### config.mk
export PLATFORM = sky130hd
export DESIGN_NAME = repetition_source
export DESIGN_NICKNAME = d
export VERILOG_FILES = /design/src/rtl/repetition_pkg.sv /design/src/rtl/lfsr_step.sv /design/src/rtl/repetition_source.sv
export SDC_FILE = /design/constraint.sdc
export NUM_CORES = 1
export LEC_CHECK = 0
export ABC_AREA = 1
export CAP_MARGIN = 20
export CORE_ASPECT_RATIO = 0.8
export CORE_MARGIN = 5
export CORE_UTILIZATION = 64
export DETAILED_ROUTE_END_ITERATION = 10
export GPL_TIMING_DRIVEN = 0
export PLACE_DENSITY = 0.88
export SYNTH_ARGS = -nofsm -noshare
export SYNTH_HDL_FRONTEND = slang
export SYNTH_HIERARCHICAL = 1
export SYNTH_SLANG_ARGS = --single-unit
### constraint.sdc
create_clock -name sys_clk -period 10.57 [get_ports sys_clk]
set_input_delay 3.171 -clock sys_clk [delete_from_list [all_inputs] [get_ports sys_clk]]
set_output_delay 3.171 -clock sys_clk [all_outputs]
set_load 0.05 [all_outputs]
### src/rtl/repetition_pkg.sv
// Shared types and helpers for the repetition stimulus source.
//   state_t    : sequencing states of the stream generator
//   lfsr_taps  : Galois tap mask for a maximal-length LFSR of the given width
package repetition_pkg;

  typedef enum logic [1:0] {
    IDLE   = 2'd0,
    CLEAR  = 2'd1,
    STREAM = 2'd2,
    DONE   = 2'd3
  } state_t;

  function automatic logic [31:0] lfsr_taps(input int width);
    case (width)
      8:       return 32'h0000_00B8;
      32:      return 32'h8020_0003;
      default: return 32'h0000_B400;
    endcase
  endfunction

endpackage

### src/rtl/lfsr_step.sv
// Maximal-length Galois LFSR holding one FIELD_SIZE-bit state.
//   sys_clk : clock
//   reset   : synchronous active-high reset, state -> 0
//   load    : load seed (a zero seed becomes 1, since 0 is the lock-up state)
//   seed    : value loaded on load
//   advance : step to the next LFSR state (ignored when load is high)
//   state   : current LFSR state
import repetition_pkg::*;

module lfsr_step #(
  parameter int FIELD_SIZE = 16
) (
  input  logic                  sys_clk,
  input  logic                  reset,
  input  logic                  load,
  input  logic [FIELD_SIZE-1:0] seed,
  input  logic                  advance,
  output logic [FIELD_SIZE-1:0] state
);

  localparam logic [31:0]           TAPS_W = lfsr_taps(FIELD_SIZE);
  localparam logic [FIELD_SIZE-1:0] TAPS   = TAPS_W[FIELD_SIZE-1:0];
  localparam logic [FIELD_SIZE-1:0] ONE    = 1;

  logic [FIELD_SIZE-1:0] state_q, state_d;

  always_comb begin
    state_d = state_q;
    if (load) begin
      state_d = (seed == '0) ? ONE : seed;
    end else if (advance) begin
      state_d = (state_q >> 1) ^ (state_q[0] ? TAPS : '0);
    end
  end

  always_ff @(posedge sys_clk) begin
    if (reset) state_q <= '0;
    else       state_q <= state_d;
  end

  assign state = state_q;

endmodule

### src/rtl/repetition_source.sv
// Stimulus source for the repetition counter: after a one-cycle clear it
// streams cfg_len words over valid/ready, of which exactly reps (cfg_nreps
// clamped to len-1) equal their predecessor, spread evenly by a Bresenham
// accumulator. Fresh words come from an LFSR, so they never repeat by accident.
//   sys_clk, reset       : clock, synchronous active-high reset
//   start                : begin a stream (ignored unless idle)
//   cfg_len/nreps/seed   : stream configuration, sampled on start
//   clear_out            : one-cycle clear to the sink
//   valid, field, ready  : word handshake
//   busy, done           : activity flag, end-of-stream pulse
//   sat_err              : sticky flag, cfg_nreps was clamped
import repetition_pkg::*;

module repetition_source #(
  parameter int FIELD_SIZE = 16
) (
  input  logic                  sys_clk,
  input  logic                  reset,
  input  logic                  start,
  input  logic [FIELD_SIZE-1:0] cfg_len,
  input  logic [FIELD_SIZE-1:0] cfg_nreps,
  input  logic [FIELD_SIZE-1:0] cfg_seed,
  output logic                  clear_out,
  output logic                  valid,
  output logic [FIELD_SIZE-1:0] field,
  input  logic                  ready,
  output logic                  busy,
  output logic                  done,
  output logic                  sat_err
);

  localparam logic [FIELD_SIZE-1:0] ONE = 1;

  state_t                state_q, state_d;
  logic [FIELD_SIZE-1:0] len_q, len_d;
  logic [FIELD_SIZE-1:0] reps_q, reps_d;
  logic [FIELD_SIZE-1:0] cnt_q, cnt_d;
  logic [FIELD_SIZE:0]   acc_q, acc_d;
  logic                  valid_q, valid_d;
  logic                  sat_q, sat_d;

  logic                  lfsr_load, lfsr_adv;
  logic [FIELD_SIZE-1:0] lfsr_state;

  logic [FIELD_SIZE-1:0] cfg_lenm1;
  logic                  clamp;
  logic [FIELD_SIZE-1:0] cnt_inc;
  logic [FIELD_SIZE:0]   acc_sum;
  logic [FIELD_SIZE:0]   lenm1_ext;

  lfsr_step #(.FIELD_SIZE(FIELD_SIZE)) u_lfsr (
    .sys_clk (sys_clk),
    .reset   (reset),
    .load    (lfsr_load),
    .seed    (cfg_seed),
    .advance (lfsr_adv),
    .state   (lfsr_state)
  );

  always_comb begin
    state_d   = state_q;
    len_d     = len_q;
    reps_d    = reps_q;
    cnt_d     = cnt_q;
    acc_d     = acc_q;
    valid_d   = valid_q;
    sat_d     = sat_q;
    lfsr_load = 1'b0;
    lfsr_adv  = 1'b0;

    // A zero-length stream allows no repeats, same as length one.
    cfg_lenm1 = (cfg_len == '0) ? '0 : cfg_len - ONE;
    clamp     = cfg_nreps > cfg_lenm1;
    cnt_inc   = cnt_q + ONE;
    // acc < len-1 and reps <= len-1, so the sum fits in FIELD_SIZE+1 bits.
    acc_sum   = acc_q + {1'b0, reps_q};
    lenm1_ext = {1'b0, len_q - ONE};

    case (state_q)
      IDLE: begin
        if (start) begin
          state_d   = CLEAR;
          len_d     = cfg_len;
          reps_d    = clamp ? cfg_lenm1 : cfg_nreps;
          sat_d     = clamp;
          cnt_d     = '0;
          acc_d     = '0;
          lfsr_load = 1'b1;
        end
      end
      CLEAR: begin
        if (len_q != '0) begin
          state_d = STREAM;
          valid_d = 1'b1;
        end else begin
          state_d = DONE;
        end
      end
      STREAM: begin
        if (valid_q && ready) begin
          cnt_d = cnt_inc;
          if (cnt_inc == len_q) begin
            valid_d = 1'b0;
            state_d = DONE;
          end else if (acc_sum >= lenm1_ext) begin
            // Next word is a repeat: hold the LFSR so field re-emits.
            acc_d = acc_sum - lenm1_ext;
          end else begin
            acc_d    = acc_sum;
            lfsr_adv = 1'b1;
          end
        end
      end
      DONE: begin
        state_d = IDLE;
      end
      default: begin
        state_d = IDLE;
      end
    endcase
  end

  always_ff @(posedge sys_clk) begin
    if (reset) begin
      state_q <= IDLE;
      len_q   <= '0;
      reps_q  <= '0;
      cnt_q   <= '0;
      acc_q   <= '0;
      valid_q <= 1'b0;
      sat_q   <= 1'b0;
    end else begin
      state_q <= state_d;
      len_q   <= len_d;
      reps_q  <= reps_d;
      cnt_q   <= cnt_d;
      acc_q   <= acc_d;
      valid_q <= valid_d;
      sat_q   <= sat_d;
    end
  end

  assign clear_out = (state_q == CLEAR);
  assign busy      = (state_q != IDLE);
  assign done      = (state_q == DONE);
  assign valid     = valid_q;
  assign field     = lfsr_state;
  assign sat_err   = sat_q;

endmodule

# ---- Word-level counts from Yosys, hierarchy flattened
# Index checks and enable logic that the tools add are counted.
dict set report classes {
  add_sub_neg 5
  n_lt_le_gt_ge 2
  n_eq_ne 9
  muxes 29
  bitwise_logic 1
  reduce_logical 14
}
# operator n
set op_table {}
lappend op_table {{$mux 16} 8}
lappend op_table {{$mux 17} 4}
lappend op_table {{$pmux 17 s2} 1}
lappend op_table {{$logic_not 16->1} 2}
lappend op_table {{$pmux 16 s2} 1}
lappend op_table {{$sub 16x1->16 const B} 2}
lappend op_table {{$add 17x16->17} 1}
lappend op_table {{$ge 17x16->1} 1}
lappend op_table {{$sub 17x16->17} 1}
lappend op_table {{$add 16x1->16 const B} 1}
lappend op_table {{$eq 16x16->1} 1}
lappend op_table {{$gt 16x16->1} 1}
lappend op_table {{$reduce_bool 16->1} 1}
lappend op_table {{$xor 15x16->16} 1}
lappend op_table {{$mux 1} 10}
lappend op_table {{$ne 2x2->1 const B} 4}
lappend op_table {{$pmux 2 s4} 1}
lappend op_table {{$reduce_and 4->1} 2}
lappend op_table {{$reduce_bool 2->1} 4}
lappend op_table {{$mux 2} 3}
lappend op_table {{$reduce_and 3->1} 2}
lappend op_table {{$eq 2x2->1 const B} 2}
lappend op_table {{$eq 2x1->1 const B} 1}
lappend op_table {{$logic_not 2->1} 1}
lappend op_table {{other kinds (4)} 4}
dict set report word_totals {
  regBits 85
  input_bits 52
  output_inout_bits 21
  elab_cells 68
}

# ---- Longest topological paths before layout
# Gate-level depths: netlist of the first run.
dict set report depth {
  ltp_word 8
  ltp_mapped 27
  mapped_depth_nobuf 25
}

# ---- By module
# The synthesis of the first run kept the hierarchy.
# mod n_inst cells_per_inst area_per_inst_um2 seq_area_each_um2
set by_module_without_submodules {}
lappend by_module_without_submodules {repetition_source 1 1101 6727.7 1381.3}
lappend by_module_without_submodules {lfsr_step 1 108 803.3 320.3}

# ---- Worst setup path after synthesis of the first run
# No wires, ideal clock.
dict set report synth_path {
  kind {input to register}
  startpoint {input port cfg_len[0]}
  endpoint {register reps_q[13]}
  setup_ns 0.074
  arrival_time_ns 5.957
  t_required_ns 10.496
  path_slack_ns 4.539
  stages 21
  n_path_buf 1
  path_cell_list {inv_1 -> ha_1 -> nand2_1 -> nor2_1 -> nand2_1 -> nor2_1 -> nand2_1 -> nor2_1 -> nor2_1 -> inv_1 -> ha_1 -> a21oi_1 -> nand2_1 -> o21bai_1 -> o211ai_1 -> nand2_1 -> nand2_1 -> a21oi_1 -> clkbuf_1 -> nand2_1 -> a31oi_1}
}
dict set report synth_between {
  elab_chain_cells 4
  word_cells_on_any_way 5
  cone_classes {add/sub (1); order compare (1); mux (2); reduce/logical (1)}
}
# element line
set synth_lines {}
lappend synth_lines {{start, declared} repetition_source.sv:20} ;# input logic [FIELD_SIZE-1:0] cfg_len,
lappend synth_lines {{$sub 16x1->16 or $logic_not 16->1 (tied branches)} repetition_source.sv:72} ;# cfg_lenm1 = (cfg_len == '0) ? '0 : cfg_len - ONE;
lappend synth_lines {{$mux 16 (*)} repetition_source.sv:72}
lappend synth_lines {{$gt 16x16->1} repetition_source.sv:73} ;# clamp = cfg_nreps > cfg_lenm1;
lappend synth_lines {{$mux 16 (*)} repetition_source.sv:84} ;# reps_d = clamp ? cfg_lenm1 : cfg_nreps;
lappend synth_lines {{end signal, assigned} repetition_source.sv:135} ;# reps_q <= reps_d;
lappend synth_lines {{end, declared} repetition_source.sv:36} ;# logic [FIELD_SIZE-1:0] reps_q, reps_d;
# Every way passes the cells marked *; elsewhere a longest branch is shown, timed or not.
# A chain may end at the register's enable or synchronous reset.

# ---- Final worst setup path of the first run
dict set report layout_path {
  startpoint {input port cfg_len[0]}
  endpoint {register reps_q[8]}
}
# The elaborated chain is that of the path after synthesis.

==> results of run 1 <==
metrics by stage:
| stage | area [um2] | utilization, % | power (uW) | setup slack (ps) |
|---|---|---|---|---|
| final | 8750 | 76.0 | 2120 | 3640 |
| after global routing | 8750 | 76.0 | 2260 | 3340 |
| after CTS | 8750 | 76.0 | 2090 | 3720 |
| after detailed placement | 8440 | 73.3 | 1740 | 3420 |
| after global placement | 8440 | 73.3 | 1720 | 3520 |
| after floorplan | 7530 | - | 1410 | 4540 |
metal layers:
metal | vias up | GRT usage (%) | share of wire [%]
met4 | 2 | 15.6 | 4.6
met1 | 3681 | 41.6 | 44
met5 | - | 0 | 0.091
met3 | 79 | 5.96 | 10
li1 | 4128 | - | -
met2 | 450 | 46.7 | 41
cells by family (layout without fill, tap and decap cells):
| logic type | Yosys count | in the layout | synth area share, % |
|---|---|---|---|
| adders and majority gates | 58 | 58 | 9.84 |
| xor gates and xnor gates | 43 | 43 | 5.00 |
| and+or+nand+nor | 670 | 670 | 40.4 |
| buffers and inverters | 178 | 266 | 9.42 |
| AOI/OAI and AO/OA | 175 | 175 | 12.8 |
| DFF | 85 | 85 | 22.6 |
final cells by class:
type                       instances  share of cell area [%]
buffer                            30                    1.76
clock buffer                      12                    2.93
clock inverter                     4                   0.629
inverter                         148                    6.35
multi-input combinational        946                    58.5
sequential                        85                    19.5
tap                              148                    2.12
timing repair buffer              72                    8.24
synthesized netlist by cell type (all sizes together):
cell type  instances  area [um2]
inv              147         552
dfxtp             85        1700
and3               1        6.26
nand2            382        1510
o22ai              1        6.26
or2               12        75.1
nor4               2        12.5
a31oi              8        50.1
fa                 2        40.0
o21bai             2        15.0
clkinv             1        3.75
and2               5        31.3
clkbuf            23        86.3
nor3              21         141
o21a               1        7.51
a311oi             1        8.76
buf                7        67.6
a211oi             3        32.5
nand3             96         485
xor2              29         254
nor3b              1        7.51
nand4             44         303
ha                56         701
nand3b             8        60.1
o21ai             57         285
nor2              98         408
a21o               2        15.0
xnor2             14         123
o211ai             1        7.51
a21oi             99         533
final timing paths:
kind,end,startpoint,cells after the start
worst max-delay path,reps_q[8]$_SDFFE_PP0P_,cfg_len[0],24
worst min-delay path,acc_q[0]$_SDFFE_PP0P_,acc_q[0]$_SDFFE_PP0P_,2
worst max register to register,u_lfsr/state[13]$_SDFFE_PP0P_,reps_q[0]$_SDFFE_PP0P_,25
worst min register to register,acc_q[0]$_SDFFE_PP0P_,acc_q[0]$_SDFFE_PP0P_,2
state kept, by name (all words and copies together), names as in the netlist:
register / cells
acc_q: 17
cnt_q: 16
len_q: 16
reps_q: 16
u_lfsr/state: 16
state_q: 2
sat_err: 1
valid: 1
power by group:
part           internal [uW]  switching [uW]  total (uW)
Clock                    198             138         336
Sequential               383            66.2         449
Combinational            460             877        1340
worst min-delay path, cell delays in order, from the launching register on:
cell and delay [ps]:
dfxtp_1 330, nand2_2 70, a21oi_2 40
==> impl_metrics.toml, run 1 <==
[outcome]
status = "finished, final reports clean"

[cts]
cts_buffers = 9
hold_buffers = 0
cts_root_buf = "clkbuf_16"
ctsResizeCount = 0
clk_pin_slew_ps = 70
post_cts_buffers = 0
htreeDepth = 3
numClockSinks = 85
clock_latency_ps = 340
cts_max_path_buffers = 2
cts_tree = "yes"

[timing]
tns_ps = 0
fmax_mhz = 144
setup-violations-final = 0
min_period_ps = 6930
fin_crit_sh_pct = 65.6
rsz0062_at_grt = "false"
slew_violations = 0
clock_skew_ps = 10.9
hold_ws_ps = 480
hold_viol_final = 0
max_slew_margin_pct = 39.1
worst_slew_pin_slew_ps = 913

[worst_setup_path]
crit_arrival_ps = 7220
slowest_delay_ps = 450
cp_common_cell = "nand2_1"
cp-end-kind = "register"
crit_path_start_kind = "primary input"
path_max_fanout = 10
cp_top_family = "simple AND/OR/NAND/NOR gates"
rrSetupSlack_ps = 6080
slowest_stage = "clkdlybuf4s50_1"
criticalPathCategory = "in2reg"
crit_required_ps = 10860
path_cells = "clkdlybuf4s50_1, inv_1, ha_1, nand2_1, nor2_1, nand2_1, nor2_1, nand2_1, nor2_1, nor2_1, inv_1, ha_1, a21oi_1, nand2_1, o21bai_1, o211ai_1, nand2_1, nand2_1, a21oi_1, clkbuf_1, nand2_1, nand3_1, nand2_1, inv_1"
path_buf_inv = 5

[die]
die-width_um = 131
start_util_pct = 65.4
dieArea_um2 = 14100
coreArea_um2 = 11500
io_pins = 73
rows = 35
fp.dieH_um = 107

[detailed_routing]
firstDrtPassIters = 7
avgRoutedWirePerCell_um = 15.2
drt-total-wl_mm = 22.0
drt-vias-per-instance = 5.77
drtIter0Drc = 822
drc = 0
postRouteAntennaNets = 0
vias = 8340

[final_layout]
diodes = 0
seq_area_um2 = 1700
syn_to_final_growth_pct = 16.2
drive_gt1_share_pct = 6.63
multiInputGateArea_um2 = 5120
fin_nets = 1402
n_fill_cell = 922
final_common_cell = "nand2_1"
final_cell_mix = "359 x nand2_1, 142 x inv_1, 95 x nand3_1"
fin_cells = 1445

[global_routing]
grt_pass1_wl_mm = 35.5
overflow = 0
antenna_found_initial = 1
grt_pass1_vias = 7410
grt_max_degree = 15
grt_use_total_pct = 30.7

[yosys]
synth-seq-cells = 85
netlist_area_um2 = 7530
syn_inst = 1209
yosys_warnings = 6
ys_seq_area_share_pct = 22.6
syn-num-nets = 1319
synth_cell_types = 48
syn_avg_cell_area_um2 = 6.23

[place]
port_buffers = 72
gp_congestion = 1.01
placed_cells = 1429
post-dp-hpwl_mm = 17.5

[run]
cap_violations = 0

[worst_hold_path]
hold_path.class = "reg2reg"

[power_and_ir_drop]
power_leakage_uw = 0.00422
power_density_nw_per_um2 = 242
irDropWorstVdd_uv = 113
Note: power is estimated with default switching activity, not from simulation.
==> run 2: changes to the inputs <==
Settings changed: CORE_UTILIZATION 64 to 53, PLACE_DENSITY 0.88 to 0.78.
Clock period 10.57 ns to 6.2 ns, I/O delays scaled along.
==> run 2 against run 1 <==
Final cell count is 2.5% higher. Register-to-register slack worse by 4400 ps. Global-route usage decreased by 3.2 points. Critical path type unchanged. Die area grew 19%. Core utilization shrank 14 points. Sequential power grew 70%. Largest cell class unchanged. Non-clock buffer count did not move. Largest power group unchanged. First-iteration DRC count fell by 14%.
==> impl_metrics.toml, run 2 (synthesis gave the netlist of run 1 again) <==
[outcome]
status = "finished, final reports clean"

[detailed_routing]
postRouteAntennaNets = 0
vias = 8087
drt-vias-per-instance = 5.46
avgRoutedWirePerCell_um = 15.2
drt-total-wl_mm = 22.5
drc = 0
drtIter0Drc = 708
firstDrtPassIters = 6

[worst_setup_path]
crit_required_ps = 6490
criticalPathCategory = "in2reg"
crit_path_start_kind = "primary input"
worstReg2RegStart = "reps_q[0]$_SDFFE_PP0P_"
crit_arrival_ps = 5920
critPathCapture = "reps_q[4]$_SDFFE_PP0P_"
reg2reg_to = "u_lfsr/state[12]$_SDFFE_PP0P_"
startpoint = "cfg_len[0]"
reg2reg_depth = 23
cp-end-kind = "register"
path_max_fanout = 10
rrSetupSlack_ps = 1710

[die]
rows = 39
die-width_um = 143
dieArea_um2 = 16700
start_util_pct = 53.4
coreArea_um2 = 14100
fp.dieH_um = 117
io_pins = 73

[cts]
cts_root_buf = "clkbuf_16"
cts_buffers = 9
cts_max_path_buffers = 2
clk_pin_slew_ps = 60
clock_latency_ps = 350
htreeDepth = 3
hold_buffers = 0
post_cts_buffers = 0
numClockSinks = 85
ctsResizeCount = 0
cts_tree = "yes"

[power_and_ir_drop]
power_density_nw_per_um2 = 411
power_leakage_uw = 0.00423
irDropWorstVdd_uv = 310

[global_routing]
grt_pass1_wl_mm = 36.6
antenna_found_initial = 0
grt_pass1_vias = 7490
overflow = 0
grt_max_degree = 15
grt_use_total_pct = 27.5

[timing]
hold_viol_final = 0
setup-violations-final = 0
slew_violations = 0
fin_crit_sh_pct = 90.7
min_period_ps = 5620
tns_ps = 0
fmax_mhz = 178
rsz0062_at_grt = "false"
clock_skew_ps = 6.99
worst_slew_pin_slew_ps = 829
max_slew_margin_pct = 44.7

[place]
post-dp-hpwl_mm = 18.1
port_buffers = 72
gp_congestion = 0.949
placed_cells = 1465

[final_layout]
top_register = "acc_q"
drive_gt1_share_pct = 6.63
seq_area_um2 = 1700
largest_register_ffs = 17
n_fill_cell = 1308
fin_cells = 1481
multiInputGateArea_um2 = 5120
final_cell_mix = "359 x nand2_1, 142 x inv_1, 95 x nand3_1"
final_common_cell = "nand2_1"
fin_nets = 1402
diodes = 0
syn_to_final_growth_pct = 16.8

[run]
cap_violations = 0

[worst_hold_path]
hold_path.class = "reg2reg"
run 2: layout make-up:
class | instances | area share (%)
Clock inverter | 6 | 0.995
Inverter | 148 | 6.31
Multi-Input combinational cell | 946 | 58.2
Clock buffer | 10 | 2.60
Tap cell | 184 | 2.62
Sequential cell | 85 | 19.3
Buffer | 30 | 1.75
Timing Repair Buffer | 72 | 8.19
run 2: routing by layer:
metal	vias up	track usage [%]	routed length [um]
met5	-	0	0
met4	0	9.35	597
met3	39	4.50	1900
met2	334	41.8	9240
met1	3593	39.6	10700
li1	4121	-	-
run 2: stage by stage:
| stage | setup WS [ps] | util [%] | total power (uW) | instance area (um2) | hold WS [ps] |
|---|---|---|---|---|---|
| final | 578 | 62.4 | 3620 | 8800 | 478 |
| after global routing | 69.2 | 62.4 | 3900 | 8800 | 495 |
| after CTS | 635 | 62.4 | 3580 | 8800 | 476 |
| after detailed placement | 303 | 60.1 | 2990 | 8480 | 464 |
| after global placement | 372 | 60.1 | 2960 | 8480 | 459 |
| after floorplan | 1480 | - | 2410 | 7530 | 447 |
run 2: power breakdown:
group	total, uW	switching (uW)	internal, uW
Sequential	765	111	653
Combinational	2270	1490	783
Clock	582	229	353
run 2: worst min-delay path by stage:
stage | from | end | slack, ps | cells after the start
final | acc_q[2]$_SDFFE_PP0P_ | acc_q[2]$_SDFFE_PP0P_ | 480 | 2
after global placement | acc_q[7]$_SDFFE_PP0P_ | acc_q[7]$_SDFFE_PP0P_ | 460 | 2
after floorplan | acc_q[0]$_SDFFE_PP0P_ | acc_q[0]$_SDFFE_PP0P_ | 450 | 2
after CTS | acc_q[2]$_SDFFE_PP0P_ | acc_q[2]$_SDFFE_PP0P_ | 480 | 2
after global routing | acc_q[9]$_SDFFE_PP0P_ | acc_q[9]$_SDFFE_PP0P_ | 490 | 2
after detailed placement | acc_q[4]$_SDFFE_PP0P_ | acc_q[4]$_SDFFE_PP0P_ | 460 | 2
run 2: critical path, cell delays in order:
cell and delay [ps]:
clkdlybuf4s50_1 460, inv_1 100, ha_1 190, nand2_1 70, nor2_1 210, nand2_1 160
nor2_1 190, nand2_1 110, nor2_1 400, nor2_1 140, inv_1 90, ha_1 250
a21oi_1 160, nand2_1 70, o21bai_1 140, o211ai_1 100, nand2_1 70, nand2_1 70
a21oi_1 350, clkbuf_1 400, nand2_1 120, nand3_1 90, nand2_1 50, inv_1 60
==> run 3: changes to the inputs <==
Settings changed: CTS_CLUSTER_DIAMETER set to 50, GPL_ROUTABILITY_DRIVEN set to 0, SKIP_CTS_REPAIR_TIMING set to 1.
==> run 3 against run 2 <==
Critical path depth is 2 lower. Clock-buffer cell count is the same. Combinational power about the same. Critical path type unchanged. Highest routed layer unchanged. Register-to-register slack hardly changed. Setup slack better by 76 ps. Largest cell class unchanged. Largest power group unchanged. Non-clock buffer count did not move. Routed wire length decreased by 0.68%.
==> impl_metrics.toml, run 3 (synthesis gave the netlist of run 1 again) <==
[final_layout]
diodes = 0
syn_to_final_growth_pct = 16.4
final_common_cell = "nand2_1"
largest_register_ffs = 17
drive_gt1_share_pct = 6.56
fin_nets = 1402
stdcell_area_um2 = 8760
final_cell_mix = "359 x nand2_1, 142 x inv_1, 95 x nand3_1"
multiInputGateArea_um2 = 5120
seq_area_um2 = 1700
top_register = "acc_q"
n_fill_cell = 1388

[timing]
rsz0062_at_grt = "false"
setup-violations-final = 0
clock_skew_ps = 5.40
fin_crit_sh_pct = 89.5
worst_slew_pin_slew_ps = 822
tns_ps = 0
fmax_mhz = 180
slew_violations = 0
min_period_ps = 5550
hold_viol_final = 0
max_slew_margin_pct = 45.2

[worst_setup_path]
reg2reg_depth = 25
startpoint = "cfg_len[0]"
crit_required_ps = 6480
critPathCapture = "reps_q[14]$_SDFFE_PP0P_"
path_cells = "clkdlybuf4s50_1, inv_1, ha_1, nand2_1, nor2_1, nand2_1, nor2_1, nand2_1, nor2_1, nor2_1, inv_1, ha_1, a21oi_1, nand2_1, o21bai_1, o211ai_1, nand2_1, nand2_1, a21oi_1, clkbuf_1, nand2_1, a31oi_1"
worstReg2RegStart = "reps_q[0]$_SDFFE_PP0P_"
slowest_stage = "clkdlybuf4s50_1"
crit_arrival_ps = 5820
path_depth = 22
cp_top_family = "simple AND/OR/NAND/NOR gates"
crit_path_start_kind = "primary input"
path_max_fanout = 10
slowest_delay_ps = 450
cp-end-kind = "register"
cp_common_cell = "nand2_1"
rrSetupSlack_ps = 1720
path_buf_inv = 4
reg2reg_to = "u_lfsr/state[15]$_SDFFE_PP0P_"
criticalPathCategory = "in2reg"

[detailed_routing]
drt-vias-per-instance = 5.41
drc = 0
drtIter0Drc = 760
firstDrtPassIters = 6
avgRoutedWirePerCell_um = 15.1
vias = 8007
postRouteAntennaNets = 0
drt-total-wl_mm = 22.3

[cts]
cts_buffers = 9
clock_latency_ps = 350
cts_max_path_buffers = 2
cts_root_buf = "clkbuf_16"
cts_tree = "yes"
clk_pin_slew_ps = 60
numClockSinks = 85
htreeDepth = 3

[global_routing]
grt_use_total_pct = 27.6
grt_pass1_wl_mm = 36.7
grt_max_degree = 14
grt_pass1_vias = 7435
antenna_found_initial = 0
overflow = 0

[die]
io_pins = 73
dieArea_um2 = 16700
coreArea_um2 = 14100
fp.dieH_um = 117
start_util_pct = 53.4
rows = 39
die-width_um = 143

[run]
cap_violations = 0

[outcome]
status = "finished, final reports clean"

[power_and_ir_drop]
irDropWorstVdd_uv = 323
power_density_nw_per_um2 = 408
power_leakage_uw = 0.00421

[place]
port_buffers = 72
post-dp-hpwl_mm = 17.9
dpl_cell_area_um2 = 8480

[worst_hold_path]
hold_path.class = "reg2reg"
run 3: cell count changes in the layout (fill, tap and decap cells not counted), sizes merged:
cell,previous run,this run
bufinv,2,1
clkinv,5,4
clkinvlp,0,1
run 3: metrics by stage:
step	util (%)	instances	worst slack [ps]	total power, uW	hold WS [ps]
finish	62.1	1480	653	3570	477
global route	62.1	1480	21.1	3860	494
CTS	62.1	1480	679	3530	476
detailed placement	60.1	1465	327	2980	465
global placement	60.1	1465	392	2950	462
floorplan	-	1209	1480	2410	447
run 3: area by class of cell:
| class | instances | share of cell area, % |
|---|---|---|
| clock buffer | 10 | 2.61 |
| timing repair buffer | 72 | 8.22 |
| sequential | 85 | 19.4 |
| buffer | 30 | 1.76 |
| inverter | 148 | 6.34 |
| multi-input combinational | 946 | 58.4 |
| tap | 184 | 2.63 |
| clock inverter | 5 | 0.600 |
run 3: worst min path at each step:
stage                                      start                     end  slack, ps  cells past startpoint
after floorplan            acc_q[0]$_SDFFE_PP0P_   acc_q[0]$_SDFFE_PP0P_        450                      2
after global routing      acc_q[16]$_SDFFE_PP0P_  acc_q[16]$_SDFFE_PP0P_        490                      2
after CTS                  acc_q[7]$_SDFFE_PP0P_   acc_q[7]$_SDFFE_PP0P_        480                      2
final                      acc_q[7]$_SDFFE_PP0P_   acc_q[7]$_SDFFE_PP0P_        480                      2
after global placement     acc_q[7]$_SDFFE_PP0P_   acc_q[7]$_SDFFE_PP0P_        460                      2
after detailed placement   acc_q[0]$_SDFFE_PP0P_   acc_q[0]$_SDFFE_PP0P_        470                      2
run 3: layer usage:
layer | part of all wire (%) | vias up | wire length [um] | GRT usage, %
met4 | 2.1 | 0 | 468 | 6.84
met3 | 6.9 | 31 | 1540 | 4.09
met5 | 0 | - | 0 | 0
met1 | 49 | 3566 | 11000 | 40.2
li1 | - | 4126 | - | -
met2 | 42 | 284 | 9310 | 42.9
run 3: tightest hold or removal path, cell delays in order (launching register included):
cell	delay [ps]
dfxtp_1	310
nand2_1	60
a21oi_1	60
run 3: where the power goes:
part	internal [uW]	leakage (uW)	switching (uW)
sequential	653	0.000695	110
clock	308	0.000138	229
combinational	782	0.00338	1490
